<file path="config.mk">
export PLATFORM = sky130hd
export DESIGN_NAME = board_access_arbiter
export DESIGN_NICKNAME = d
export VERILOG_FILES = /design/src/rtl/board_pkg.sv /design/src/rtl/win_eval.sv /design/src/rtl/board_access_arbiter.sv
export SDC_FILE = /design/constraint.sdc
export NUM_CORES = 1
export LEC_CHECK = 0
export BUFFER_PORTS_ARGS = -buffer_cell sky130_fd_sc_hd__buf_2
export CAP_MARGIN = 30
export CORE_MARGIN = 2
export CORE_UTILIZATION = 45
export DETAILED_ROUTE_END_ITERATION = 10
export GPL_TIMING_DRIVEN = 0
export PLACE_DENSITY = 0.66
export SLEW_MARGIN = 10
export SYNTH_ARGS = -nofsm -noshare
export SYNTH_HDL_FRONTEND = slang
export SYNTH_SLANG_ARGS = --single-unit
</file>
<file path="constraint.sdc">
create_clock -name ph1 -period 2.3 [get_ports ph1]
set_input_delay 0.115 -clock ph1 [delete_from_list [all_inputs] [get_ports ph1]]
set_output_delay 0.115 -clock ph1 [all_outputs]
set_load 0.02 [all_outputs]
</file>
<file path="src/rtl/board_pkg.sv">
// Shared types and constants for the board memory arbiter and its win evaluator.
package board_pkg;

    localparam int         CELLS     = 9;
    localparam logic [3:0] NO_ADDR   = 4'hF;
    localparam int         NUM_LINES = 8;

    typedef enum logic [1:0] {
        CELL_EMPTY = 2'b00,
        CELL_X     = 2'b10,
        CELL_O     = 2'b11
    } cellStateType;

    localparam logic [1:0] WIN_P1 = 2'b11;
    localparam logic [1:0] WIN_P2 = 2'b10;
    localparam logic [1:0] TIE    = 2'b01;
    localparam logic [1:0] NONE   = 2'b00;

    typedef enum logic [2:0] {
        ST_IDLE,
        ST_CLEAR,
        ST_WRITE,
        ST_SCAN,
        ST_EVAL
    } arbStateType;

    // Rows, then columns, then the two diagonals.
    localparam logic [3:0] LINES [NUM_LINES][3] = '{
        '{4'd0, 4'd1, 4'd2},
        '{4'd3, 4'd4, 4'd5},
        '{4'd6, 4'd7, 4'd8},
        '{4'd0, 4'd3, 4'd6},
        '{4'd1, 4'd4, 4'd7},
        '{4'd2, 4'd5, 4'd8},
        '{4'd0, 4'd4, 4'd8},
        '{4'd2, 4'd4, 4'd6}
    };

endpackage

</file>
<file path="src/rtl/win_eval.sv">
// Combinational win/tie detector over the 9-cell shadow board.
module win_eval
    import board_pkg::*;
(
    input  logic [CELLS-1:0][1:0] board,
    output logic [1:0]            winner
);

    logic       found;
    logic       anyEmpty;
    logic [1:0] cellA;
    logic [1:0] cellB;
    logic [1:0] cellC;

    // First complete line in table order wins; a full board without a line is a tie.
    always_comb begin
        winner   = NONE;
        found    = 1'b0;
        anyEmpty = 1'b0;
        cellA    = CELL_EMPTY;
        cellB    = CELL_EMPTY;
        cellC    = CELL_EMPTY;
        for (int i = 0; i < CELLS; i++) begin
            if (board[i] == CELL_EMPTY) begin
                anyEmpty = 1'b1;
            end
        end
        for (int l = 0; l < NUM_LINES; l++) begin
            cellA = board[LINES[l][0]];
            cellB = board[LINES[l][1]];
            cellC = board[LINES[l][2]];
            if (!found && cellA != CELL_EMPTY && cellA == cellB && cellA == cellC) begin
                found  = 1'b1;
                winner = (cellA == CELL_O) ? WIN_P1 :
                         (cellA == CELL_X) ? WIN_P2 : cellA;
            end
        end
        if (!found && !anyEmpty) begin
            winner = TIE;
        end
    end

endmodule

</file>
<file path="src/rtl/board_access_arbiter.sv">
// Owns the board memory port: clears, move writes, post-move win scans and idle-time reads.
module board_access_arbiter
    import board_pkg::*;
#(
    parameter int CELLS  = 9,
    parameter int ADDR_W = 4
) (
    input  logic              ph1,
    input  logic              reset,
    input  logic              clearReq,
    input  logic [ADDR_W-1:0] wrAddr,
    input  logic [1:0]        wrState,
    output logic              wrDrop,
    input  logic              rdReq,
    input  logic [ADDR_W-1:0] rdAddr,
    output logic              rdGnt,
    output logic              rdValid,
    output logic [1:0]        rdData,
    output logic [ADDR_W-1:0] memAddr,
    output logic              memWe,
    output logic [1:0]        memWdata,
    input  logic [1:0]        memRdata,
    output logic              gameIsDone,
    output logic [1:0]        winner,
    output logic              busy
);

    localparam logic [ADDR_W-1:0] LAST_CELL  = ADDR_W'(CELLS - 1);
    localparam logic [3:0]        CLEAR_LAST = 4'(CELLS - 1);
    localparam logic [3:0]        SCAN_LAST  = 4'(CELLS);

    arbStateType           state;
    arbStateType           stateNext;
    logic [3:0]            count;
    logic [3:0]            scanIdx;
    logic                  pendValid;
    logic [ADDR_W-1:0]     pendAddr;
    logic [1:0]            pendState;
    logic [ADDR_W-1:0]     moveAddr;
    logic [1:0]            moveState;
    logic                  clearPend;
    logic                  capture;
    logic                  consume;
    logic                  enterClear;
    logic                  abortScan;
    logic                  rdOutOfRange;
    logic [CELLS-1:0][1:0] shadow;
    logic [1:0]            evalWinner;

    assign capture = (wrAddr <= LAST_CELL);
    assign scanIdx = count - 4'd1;
    assign busy    = (state != ST_IDLE);

    // Next-state logic; in IDLE a pending clear beats a pending move, which beats a read.
    always_comb begin
        stateNext  = state;
        rdGnt      = 1'b0;
        consume    = 1'b0;
        enterClear = 1'b0;
        abortScan  = 1'b0;
        case (state)
            ST_IDLE: begin
                if (clearPend) begin
                    stateNext  = ST_CLEAR;
                    enterClear = 1'b1;
                end else if (pendValid) begin
                    stateNext = ST_WRITE;
                    consume   = 1'b1;
                end else if (rdReq && !reset) begin
                    rdGnt = 1'b1;
                end
            end
            ST_CLEAR: begin
                if (count == CLEAR_LAST) begin
                    stateNext = ST_IDLE;
                end
            end
            ST_WRITE: begin
                if (clearPend || clearReq) begin
                    stateNext  = ST_CLEAR;
                    enterClear = 1'b1;
                end else begin
                    stateNext = ST_SCAN;
                end
            end
            ST_SCAN, ST_EVAL: begin
                if (clearReq) begin
                    stateNext  = ST_CLEAR;
                    enterClear = 1'b1;
                    abortScan  = 1'b1;
                end else if (state == ST_EVAL) begin
                    stateNext = ST_IDLE;
                end else if (count == SCAN_LAST) begin
                    stateNext = ST_EVAL;
                end
            end
            default: stateNext = ST_IDLE;
        endcase
    end

    always_ff @(posedge ph1 or posedge reset) begin
        if (reset) begin
            state <= ST_IDLE;
            count <= '0;
        end else begin
            state <= stateNext;
            if (stateNext != state) begin
                count <= '0;
            end else if (state == ST_CLEAR || state == ST_SCAN) begin
                count <= count + 4'd1;
            end
        end
    end

    // One-deep move buffer; a move landing on an occupied buffer is dropped unless it is being drained.
    always_ff @(posedge ph1 or posedge reset) begin
        if (reset) begin
            pendValid <= 1'b0;
            pendAddr  <= '0;
            pendState <= '0;
            moveAddr  <= '0;
            moveState <= '0;
            wrDrop    <= 1'b0;
            clearPend <= 1'b0;
        end else begin
            wrDrop <= capture && pendValid && !consume && !abortScan;
            if (abortScan) begin
                pendValid <= 1'b0;
            end else if (capture && (!pendValid || consume)) begin
                pendValid <= 1'b1;
                pendAddr  <= wrAddr;
                pendState <= wrState;
            end else if (consume) begin
                pendValid <= 1'b0;
            end
            if (consume) begin
                moveAddr  <= pendAddr;
                moveState <= pendState;
            end
            if (enterClear) begin
                clearPend <= 1'b0;
            end else if (clearReq) begin
                clearPend <= 1'b1;
            end
        end
    end

    // Scan read data trails its address by one cycle, so cycle k fills shadow cell k-1.
    always_ff @(posedge ph1 or posedge reset) begin
        if (reset) begin
            shadow     <= '0;
            winner     <= NONE;
            gameIsDone <= 1'b0;
        end else begin
            if (state == ST_SCAN && count != 4'd0) begin
                shadow[scanIdx] <= memRdata;
            end
            if (enterClear) begin
                winner     <= NONE;
                gameIsDone <= 1'b0;
            end else if (state == ST_EVAL) begin
                winner     <= evalWinner;
                gameIsDone <= (evalWinner != NONE);
            end
        end
    end

    always_ff @(posedge ph1 or posedge reset) begin
        if (reset) begin
            rdValid      <= 1'b0;
            rdOutOfRange <= 1'b0;
        end else begin
            rdValid      <= rdGnt;
            rdOutOfRange <= rdGnt && (rdAddr > LAST_CELL);
        end
    end

    assign rdData = (rdValid && !rdOutOfRange) ? memRdata : 2'b00;

    // Memory port decode from state and counter; only a granted read drives the address combinationally.
    always_comb begin
        memAddr  = NO_ADDR;
        memWe    = 1'b0;
        memWdata = 2'b00;
        case (state)
            ST_IDLE: begin
                if (rdGnt) begin
                    memAddr = rdAddr;
                end
            end
            ST_CLEAR: begin
                memAddr = ADDR_W'(count);
                memWe   = 1'b1;
            end
            ST_WRITE: begin
                memAddr  = moveAddr;
                memWe    = 1'b1;
                memWdata = moveState;
            end
            ST_SCAN: begin
                if (count <= CLEAR_LAST) begin
                    memAddr = ADDR_W'(count);
                end
            end
            default: begin
                memAddr = NO_ADDR;
            end
        endcase
    end

    win_eval u_winEval (
        .board  (shadow),
        .winner (evalWinner)
    );

endmodule
</file>
======== Word-level counts from Yosys, hierarchy flattened ========
Cells that the tools add are included.
word-level totals
  output and inout bits ................... 16
  latch bits .............................. 0
  RAM bits ................................ 0
  word-level logic and storage cells ...... 214
  memories kept ........................... 0
  bits in read-only memories .............. 0
  bits of input ports ..................... 16
  register bits after elaboration ......... 45
cells by class
  divide/modulo/power cells ............... 0
  add/subtract/negate cells ............... 2
  bitwise gates (word level) .............. 1
  $mul .................................... 0
  reduce and logical (&&, ||, !) cells .... 75
  muxes and demuxes ....................... 76
  shift operators ......................... 0
  eq/ne operators ......................... 33
  $lt $le $gt $ge ......................... 5
operators with widths
  cell                 count
  $mux 2               25
  $mux 1               36
  $logic_and 1x1->1    33
  $eq 2x2->1           16
  $eq 2x2->1 const B   10
  $bwmux 18            1
  $logic_not 2->1      9
  $mux 3               6
  $reduce_bool 2->1    9
  $mux 4               4
  $pmux 4 s4           1
  $logic_not 1->1      14
  $pmux 3 s4           1
  $demux 2 s4          1
  $eq 4x4->1 const B   2
  $le 4x4->1 const B   2
  $eq 3x2->1 const B   2
  $reduce_bool 3->1    2
  $lt 4x5->1 const B   1
  $add 4x1->4 const B  1
  $ge 4x1->1 const B   1
  $gt 4x4->1 const B   1
  $reduce_bool 4->1    1
  $reduce_or 2->1      2
  other kinds (9)      11

======== Logic depth before layout (Yosys ltp) ========
Gate-level depths: netlist of run 1.
  word-level depth ........................ 45
  mapped depth ............................ 9
  gate-level depth less buffers ........... 9

======== By module ========
Synthesis of run 1 repeated with hierarchy kept, for this count alone.
second synthesis, totals
  cell total of the unflattened synthesis .. 307
  area, all modules ....................... 2,909.0 um^2
modules (own cells, without submodules)
  module                area an instance (um^2)  seq. area each (um^2)  cells each  instances
  board_access_arbiter  2,328.5                  1,126.1                216         1
  win_eval              580.6                    0.0                    91          1

======== Least setup slack after synthesis of run 1 ========
OpenSTA, ideal clock, no wires.
  path type ............................... reg-to-reg
  start ................................... register count[0]
  end ..................................... register count[1]
  setup slack ............................. 0.013 ns
  stages on the path, launching flop included .. 10
  buffers on the path ..................... 0
  clock period less this slack ............ 2.287 ns
  arrival time ............................ 2.216 ns
  library setup time ...................... 0.072 ns
  data required time ...................... 2.228 ns
  path through ............................ dfrtp_1 -> inv_1 -> ha_1 -> inv_1 -> o21ai_0 -> a311oi_1 -> or2_2 -> or3b_1 -> a221o_1 -> nor2_1
between the ends
  longest elaborated chain between the ends .. 7
  elaborated cells between the ends (all ways) .. 12
  those cells by class .................... add/sub (1); eq/ne (3); mux (7); reduce/logical (1)
ends and longest elaborated chain
  element                                             line                         RTL
  start, declared                                     board_access_arbiter.sv:34   logic [3:0] count;
  start signal, assigned                              board_access_arbiter.sv:110  count <= count + 4'd1;
  $eq 4x4->1                                          board_access_arbiter.sv:93   end else if (count == SCAN_LAST) begin
  $mux 3                                              board_access_arbiter.sv:93
  $mux 3                                              board_access_arbiter.sv:91   end else if (state == ST_EVAL) begin
  $mux 3                                              board_access_arbiter.sv:87   if (clearReq) begin
  $pmux 3 s4 *                                        board_access_arbiter.sv:61   case (state)
  net stateNext[0]                                    board_access_arbiter.sv:33   arbStateType stateNext;
  $ne 3x3->1 *                                        board_access_arbiter.sv:107  if (stateNext != state) begin
  $mux 4 / $reduce_bool 2->1 (equally long branches)  n/a
Mark *: on every way through the listed nets, which the timed path passes. The rest lies on a longest branch. The select of a mux whose other input is x is not followed.
A chain may end at the register's enable or synchronous reset.

======== Worst setup path after layout of run 1 ========
  start ................................... register shadow[8] in the netlist's numbering
  end ..................................... register gameIsDone
between the ends
  longest elaborated chain between the ends .. 40
  elaborated cells between the ends (all ways) .. 57
  those cells by class .................... eq/ne (4); mux (22); reduce/logical (31)
ends and longest elaborated chain
  element                          line                         RTL
  start, declared                  board_access_arbiter.sv:47   logic [CELLS-1:0][1:0] shadow;
  start signal, assigned by index  board_access_arbiter.sv:156  shadow[scanIdx] <= memRdata;
  $eq 2x2->1                       win_eval.sv:32               if (!found && cellA != CELL_EMPTY && cellA == cellB && cellA == cellC) begin
  $logic_and 1x1->1 (2 in a row)   win_eval.sv:32
  $mux 1                           win_eval.sv:32
  $logic_not 1->1                  win_eval.sv:32
  $logic_and 1x1->1 (3 in a row)   win_eval.sv:32
  $mux 1                           win_eval.sv:32
  $logic_not 1->1                  win_eval.sv:32
  $logic_and 1x1->1 (3 in a row)   win_eval.sv:32
  [17 not listed]                  n/a
  $logic_and 1x1->1 (3 in a row)   win_eval.sv:32
  $mux 1                           win_eval.sv:32
  $logic_not 1->1                  win_eval.sv:38               if (!found && !anyEmpty) begin
  $logic_and 1x1->1                win_eval.sv:38
  $mux 2 *                         win_eval.sv:38
  $reduce_bool 2->1 *              board_access_arbiter.sv:163  gameIsDone <= (evalWinner != NONE);
  $mux 1 *                         board_access_arbiter.sv:161  end else if (state == ST_EVAL) begin
  $mux 1 *                         board_access_arbiter.sv:158  if (enterClear) begin
  end signal, assigned             board_access_arbiter.sv:163
  end, declared                    board_access_arbiter.sv:23   output logic gameIsDone,
Every way passes the cells marked *; elsewhere a longest branch is shown, timed or not. The select of a mux whose other input is x is not followed.

==> metrics.cfg, run 1 <==
[status]
outcome=finished with violations
violations=negative setup slack

[worst_setup_path]
crit_fanout=5
critPathMaxStageDelay_ns=0.49
worstPathArrival_ns=2.50
cp_top_family=simple AND/OR/NAND/NOR gates
crit_buf_inv=2
crit_top_cell=a211o_1
end_kind=flop
crit_required_ns=2.50
crit_chain=buf_2, buf_4, nor3_2, o2111ai_4, nand2_1, or4_4, a211o_1, and4_4, a211o_1
slowest_stage=or4_4
worst-setup-path-type=reg2reg
critical_path.startpoint_type=flop

[cells_and_area]
layout_commonest_cell=dfrtp_1
drive_above_1_share_pct=34.8
final_cell_mix=dfrtp_1 (40), buf_2 (32), mux2_2 (30), nand2_1 (27), nor2_1 (18)
final_nets=373
fin_area_um2=3420
diodes=0
fin_cells=426
area_delta_synth_final_pct=20.6

[clock_tree]
cts_max_level=2
clock_sinks=45
root_buffer=clkbuf_8
cts_tree=yes
cts_buffers=5
clockBufferDepth=2
clkTransAtPathRegs_ns=0.09
clk_latency_ns=0.30

[route]
vias=2530
drt-initial-drc-count=200
postRouteAntennaNets=0
drcViolationCount=0
detail_route.vias_per_cell=5.94
wl_um=7080
drt_pass1_iterations=4
drt-wirelength-per-cell_um=16.6

[pwr]
power_switching_mw=1.24
clock_power_share_pct=16.2
comb_power_share_pct=44.6
switching_share_pct=40.5
leakagePower_nw=1.61
p_seq_share_pct=39.2
ir_drop_v=0.000505
powerDensity_nw_per_um2=895
intPower_mw=1.82

[placement]
dp_hpwl_um=5210
post-place-ws_ns=-0.282
numPortBuffers=30
placed_cell_area_um2=3100
place_congestion=0.833
placed_cells=406

[timing]
rsz0062_at_grt=yes
tightestPinTransition_ns=0.448
setup_viol=1
finalCriticalPeriod_ns=2.31
min_period_over_period_pct=100
hold_viol_final=0
fmax_mhz=433
postLayoutSetupSlackWorst_ns=-0.00770
skew_ns=0.00668
slew_violations=0
relSlewSlack_pct=69.9

[floorplan]
die_area_um2=6950
boundaryPins=32
initial_core_util_pct=47.3
rows=28
die_w_um=83.3
core_um2=5990
die_h_um=83.3

[grt]
grt_overflow=0
track_usage_pct=20.7
antenna_found_initial=0
grt_start_max_net_pins=31
grt_pass1_vias=2443
grt_pass1_wl_um=11900

[yosys]
syn_inst=300
synth.area.top_cells=dfrtp_1 (40%), mux2_2 (12%), nand2_1 (3.6%)
syn-cell-area_um2=2830
synth_top_area_share_pct=39.8
synth_top_area_cell=dfrtp_1
synth_edf_count=0
synth_nets=323
ys_async_sr_fraction_pct=100
synth_seq_cells=45
ys_seq_area_share_pct=39.8
ys_warn_count=0
ys_types=55
ys.flop_type=dfrtp_1
synth_area_per_cell_um2=9.44

[worst_hold_path]
hp-class=in2reg

[run]
cap_violations=0

Yosys cell counts, types with 2 or more instances:
| cell type | instances |
|---|---|
| and3b_1 | 2 |
| o22ai_1 | 7 |
| mux2_2 | 30 |
| o2111ai_1 | 4 |
| dfrtp_1 | 45 |
| nand3_1 | 12 |
| nand3b_1 | 2 |
| a21o_1 | 4 |
| xnor2_1 | 3 |
| o31a_1 | 2 |
| nor2b_1 | 7 |
| ha_1 | 7 |
| nand2b_1 | 2 |
| nor4_1 | 2 |
| o211ai_1 | 5 |
| nor2_1 | 19 |
| clkbuf_1 | 7 |
| a31oi_1 | 2 |
| or2_2 | 3 |
| and3_1 | 9 |
| inv_1 | 11 |
| nor3_1 | 13 |
| buf_6 | 2 |
| a41oi_1 | 3 |
| a211o_1 | 2 |
| a21oi_1 | 14 |
| or3b_1 | 2 |
| nand2_1 | 27 |
| nor4bb_1 | 2 |
| o2111ai_2 | 2 |
| or3_1 | 6 |
| o21ai_0 | 13 |
| nor3b_1 | 3 |
| buf_2 | 5 |
final timing paths:
path	start	endpoint	slack [ns]	cells after the start
setup / recovery	shadow[8]	gameIsDone	-0.008	9
hold / removal	wrState[0]	pendState[0]	0.03	2
setup reg to reg	shadow[8]	gameIsDone	-0.008	9
hold reg to reg	winner[0]	winner[0]	0.48	1
max in group asynchronous	reset	count[1]	1.48	4
min in group asynchronous	reset	pendValid	0.33	3
metrics by stage:
| stage | power [mW] | hold WS, ns | setup TNS (ns) | utilization (%) |
|---|---|---|---|---|
| after floorplan | 2.04 | 0.232 | 0 | - |
| after global placement | 2.34 | 0.349 | -0.892 | 51.4 |
| after detailed placement | 2.39 | 0.116 | -1.10 | 51.7 |
| after CTS | 2.97 | 0.0259 | 0 | 54.5 |
| after global routing | 3.30 | 0.0306 | -0.467 | 57.0 |
| final | 3.06 | 0.0340 | -0.00770 | 57.0 |
layout make-up:
type | instances | area (µm²)
clock inverter | 3 | 21.3
buffer | 12 | 80.1
fill | 531 | 2570
timing repair buffer | 45 | 279
sequential | 45 | 1130
tap | 75 | 93.8
multi-input combinational | 230 | 1690
inverter | 11 | 46.3
clock buffer | 5 | 68.8
layer usage:
metal	track usage, %	part of all wire [%]	up-vias
met5	0	0	-
met4	5.96	1.6	0
met3	3.98	5.7	11
met2	32.3	46	87
met1	29.4	47	1225
li1	-	-	1207
flip-flops by register name, indices dropped and copies added (netlist names):
register / cells
winner: 2
clearPend: 1
state: 3
count: 4
pendState: 2
gameIsDone: 1
pendValid: 1
shadow: 18
wrDrop: 1
rdValid: 1
pendAddr: 4
rdOutOfRange: 1
moveState: 2
moveAddr: 4
what timing repair did:
item | in CTS | in global routing
pin swaps | 6 | 11
gates resized for setup | 12 | 30
hold buffers | 1 | 0
setup endpoints to repair | 6 | 17
cloned | 0 | 1
endpoints found under the hold margin | 15 | 0
buffers inserted | 5 | 7
cell families (layout without fill, tap and decap cells):
logic type                 after synthesis  in the layout  synth area share (%)
muxes                                   31             31                  12.3
xor gates and xnor gates                 4              4                  1.24
DFF                                     45             45                  39.8
adders and majority gates                7              7                  3.09
buffers and inverters                   25             76                  4.06
and+or+nand+nor                        120            120                  22.9
AOI/OAI and AO/OA                       68             68                  16.7
power by group through the flow:
stage / Combinational, mW / Sequential [mW] / Clock (mW)
finish: 1.36 / 1.20 / 0.495
global route: 1.52 / 1.23 / 0.544
CTS: 1.28 / 1.17 / 0.515
detailed placement: 1.18 / 1.21 / 0
global placement: 1.14 / 1.19 / 0
floorplan: 0.887 / 1.15 / 0
Power figures use the tool's default switching activity.
==> inputs of run 2 (changes only) <==
--- a/config.mk
+++ b/config.mk
@@ -7,7 +7,7 @@
 export LEC_CHECK = 0
 export BUFFER_PORTS_ARGS = -buffer_cell sky130_fd_sc_hd__buf_2
 export CAP_MARGIN = 30
-export CORE_MARGIN = 2
+export CORE_MARGIN = 8
 export CORE_UTILIZATION = 45
 export DETAILED_ROUTE_END_ITERATION = 10
 export GPL_TIMING_DRIVEN = 0
==> metrics.cfg, run 2 (same netlist as run 1, synthesis figures left out) <==
[status]
outcome=completed

[clock_tree]
cts_tree=yes
clkTransAtPathRegs_ns=0.09  ; about the same
cts_max_level=2  ; unchanged
clock_sinks=45  ; unchanged
cts_buffers=5  ; unchanged
clk_latency_ns=0.30  ; about the same
clockBufferDepth=2  ; unchanged
root_buffer=clkbuf_8

[worst_setup_path]
slowest_stage=or4_4
critical_path.startpoint_type=flop
crit_fanout=10  ; +5
crit_required_ns=2.49  ; about the same
startpoint=shadow[9]
crit_buf_inv=1  ; -1
crit_chain=buf_2, nand3_1, a21oi_2, or2_4, or4_4, a211o_1, and4_4, a211o_1
critPathMaxStageDelay_ns=0.53  ; +0.04 ns
worst-setup-path-type=reg2reg
cp_top_family=simple AND/OR/NAND/NOR gates
end_kind=flop
crit_top_cell=a211o_1
worstReg2RegStart=shadow[9]
worstPathArrival_ns=2.45  ; -0.05 ns

[route]
wl_um=7120  ; +0.61%
drt-initial-drc-count=81  ; -60%
vias=2510  ; -0.79%
postRouteAntennaNets=0  ; unchanged
drt_pass1_iterations=4  ; unchanged
drt-wirelength-per-cell_um=16.7  ; +0.37%
drcViolationCount=0  ; unchanged
detail_route.vias_per_cell=5.88  ; -1.0%

[grt]
grt_overflow=0  ; unchanged
grt_start_max_net_pins=26  ; -16%
grt_pass1_vias=2478  ; +1.4%
antenna_found_initial=0  ; unchanged
track_usage_pct=16.2  ; -4.5 points
grt_pass1_wl_um=11700  ; -1.4%

[timing]
hold_viol_final=0  ; unchanged
finalSetupTns_ns=0  ; +0.00770 ns
relSlewSlack_pct=68.9  ; -1.0 points
finalCriticalPeriod_ns=2.26  ; -0.0472 ns
setup_viol=0  ; -1
min_period_over_period_pct=98.3  ; -2.1 points
skew_ns=0.0141  ; +0.00745 ns
tightestPinTransition_ns=0.466  ; +0.0184 ns
slew_violations=0  ; unchanged
rsz0062_at_grt=yes
fmax_mhz=442  ; +2.1%

[floorplan]
core_um2=6200  ; +3.6%
initial_core_util_pct=45.7  ; -1.6 points
die_h_um=95.3  ; +14%
boundaryPins=32  ; unchanged
die_area_um2=9090  ; +31%
die_w_um=95.3  ; +14%
rows=29  ; +3.6%

[cells_and_area]
final_nets=372  ; -0.27%
drive_above_1_share_pct=34.6  ; -0.19 points
diodes=0  ; unchanged
utilization_pct=55.2  ; -1.8 points
final_cell_mix=dfrtp_1 (41), buf_2 (34), mux2_2 (30), nand2_1 (26), nor2_1 (19)
largest_register_ffs=18  ; unchanged
fillers=557  ; +4.9%
layout_commonest_cell=dfrtp_1
largest-register=shadow
area_delta_synth_final_pct=20.9
fin_cells=427  ; +0.23%

[pwr]
powerDensity_nw_per_um2=930  ; +3.9%
ir_drop_v=0.000740  ; +47%
leakagePower_nw=1.62  ; +0.23%
p_total_mw=3.18  ; +4.1%

[worst_hold_path]
min-delay-start=wrState[1]
hp-class=in2reg

[run]
cap_violations=0  ; unchanged

[placement]
dp_hpwl_um=5230  ; +0.43%
placed_cells=408  ; +0.49%
numPortBuffers=30  ; unchanged
place_congestion=0.797  ; -4.3%

## run 2: cell count changes in the layout (fill, tap and decap cells not counted), moves of 2 or more
cell	delta
buf_2	+2
buf_4	-2
o2111ai_2	+2
nor3_2	-2
## run 2: layout make-up
cell class              count  area, µm²  share of cell area, %
multi-input cells         230       1700                   49.6
flip-flops and latches     45       1130                   33.0
repair buffers             44        272                   7.93
well taps                  77       96.3                   2.81
clock buffers               6       72.6                   2.12
plain buffers              12       72.6                   2.12
inverters                  11       43.8                   1.28
clock inverters             2       38.8                   1.13
## run 2: worst register-to-register path: stages (launching register included)
cell and delay [ns]:
dfrtp_1 0.36, buf_2 0.19, nand3_1 0.13, a21oi_2 0.05, or2_4 0.26, or4_4 0.53
a211o_1 0.26, and4_4 0.15, a211o_1 0.23
## run 2: power breakdown
part	internal (mW)	leakage, nW	switching (mW)	total [mW]
clock network	0.326	0.0554	0.276	0.602
logic	0.633	0.981	0.759	1.39
registers	0.994	0.581	0.195	1.19
## run 2: worst paths after layout
kind,end,slack (ns),cells past startpoint
max,gameIsDone,0.04,8
min,pendState[1],0.03,2
max reg2reg,gameIsDone,0.04,8
min reg2reg,winner[0],0.48,1
max in group asynchronous,shadow[12],1.41,4
min in group asynchronous,pendAddr[3],0.38,3
## run 2: per-stage QoR
step                area, µm²  hold WS, ns  worst slack [ns]
floorplan                2830        0.232            0.0128
global placement         3080        0.349            -0.218
detailed placement       3100        0.169            -0.272
CTS                      3290       0.0304          0.000806
global route             3420       0.0286           -0.0516
finish                   3420       0.0349            0.0395
## run 2: what timing repair did
item                                    4_1_cts  5_1_grt
buffers inserted                              4        7
pin swaps                                     3       14
hold buffers                                  1        0
resized for setup                            13       25
endpoints found under the setup margin        7       12
hold endpoints to repair                     20        0
cloned                                        0        1
## run 2: layer usage
metal / part of all wire, % / vias up / wire, µm / GRT usage (%)
met5: 0 / - / 0 / 0
met4: 1.3 / 0 / 93 / 6.24
met3: 4.5 / 10 / 319 / 3.62
met2: 48 / 57 / 3440 / 25.5
met1: 46 / 1233 / 3260 / 21.1
li1: - / 1210 / - / -
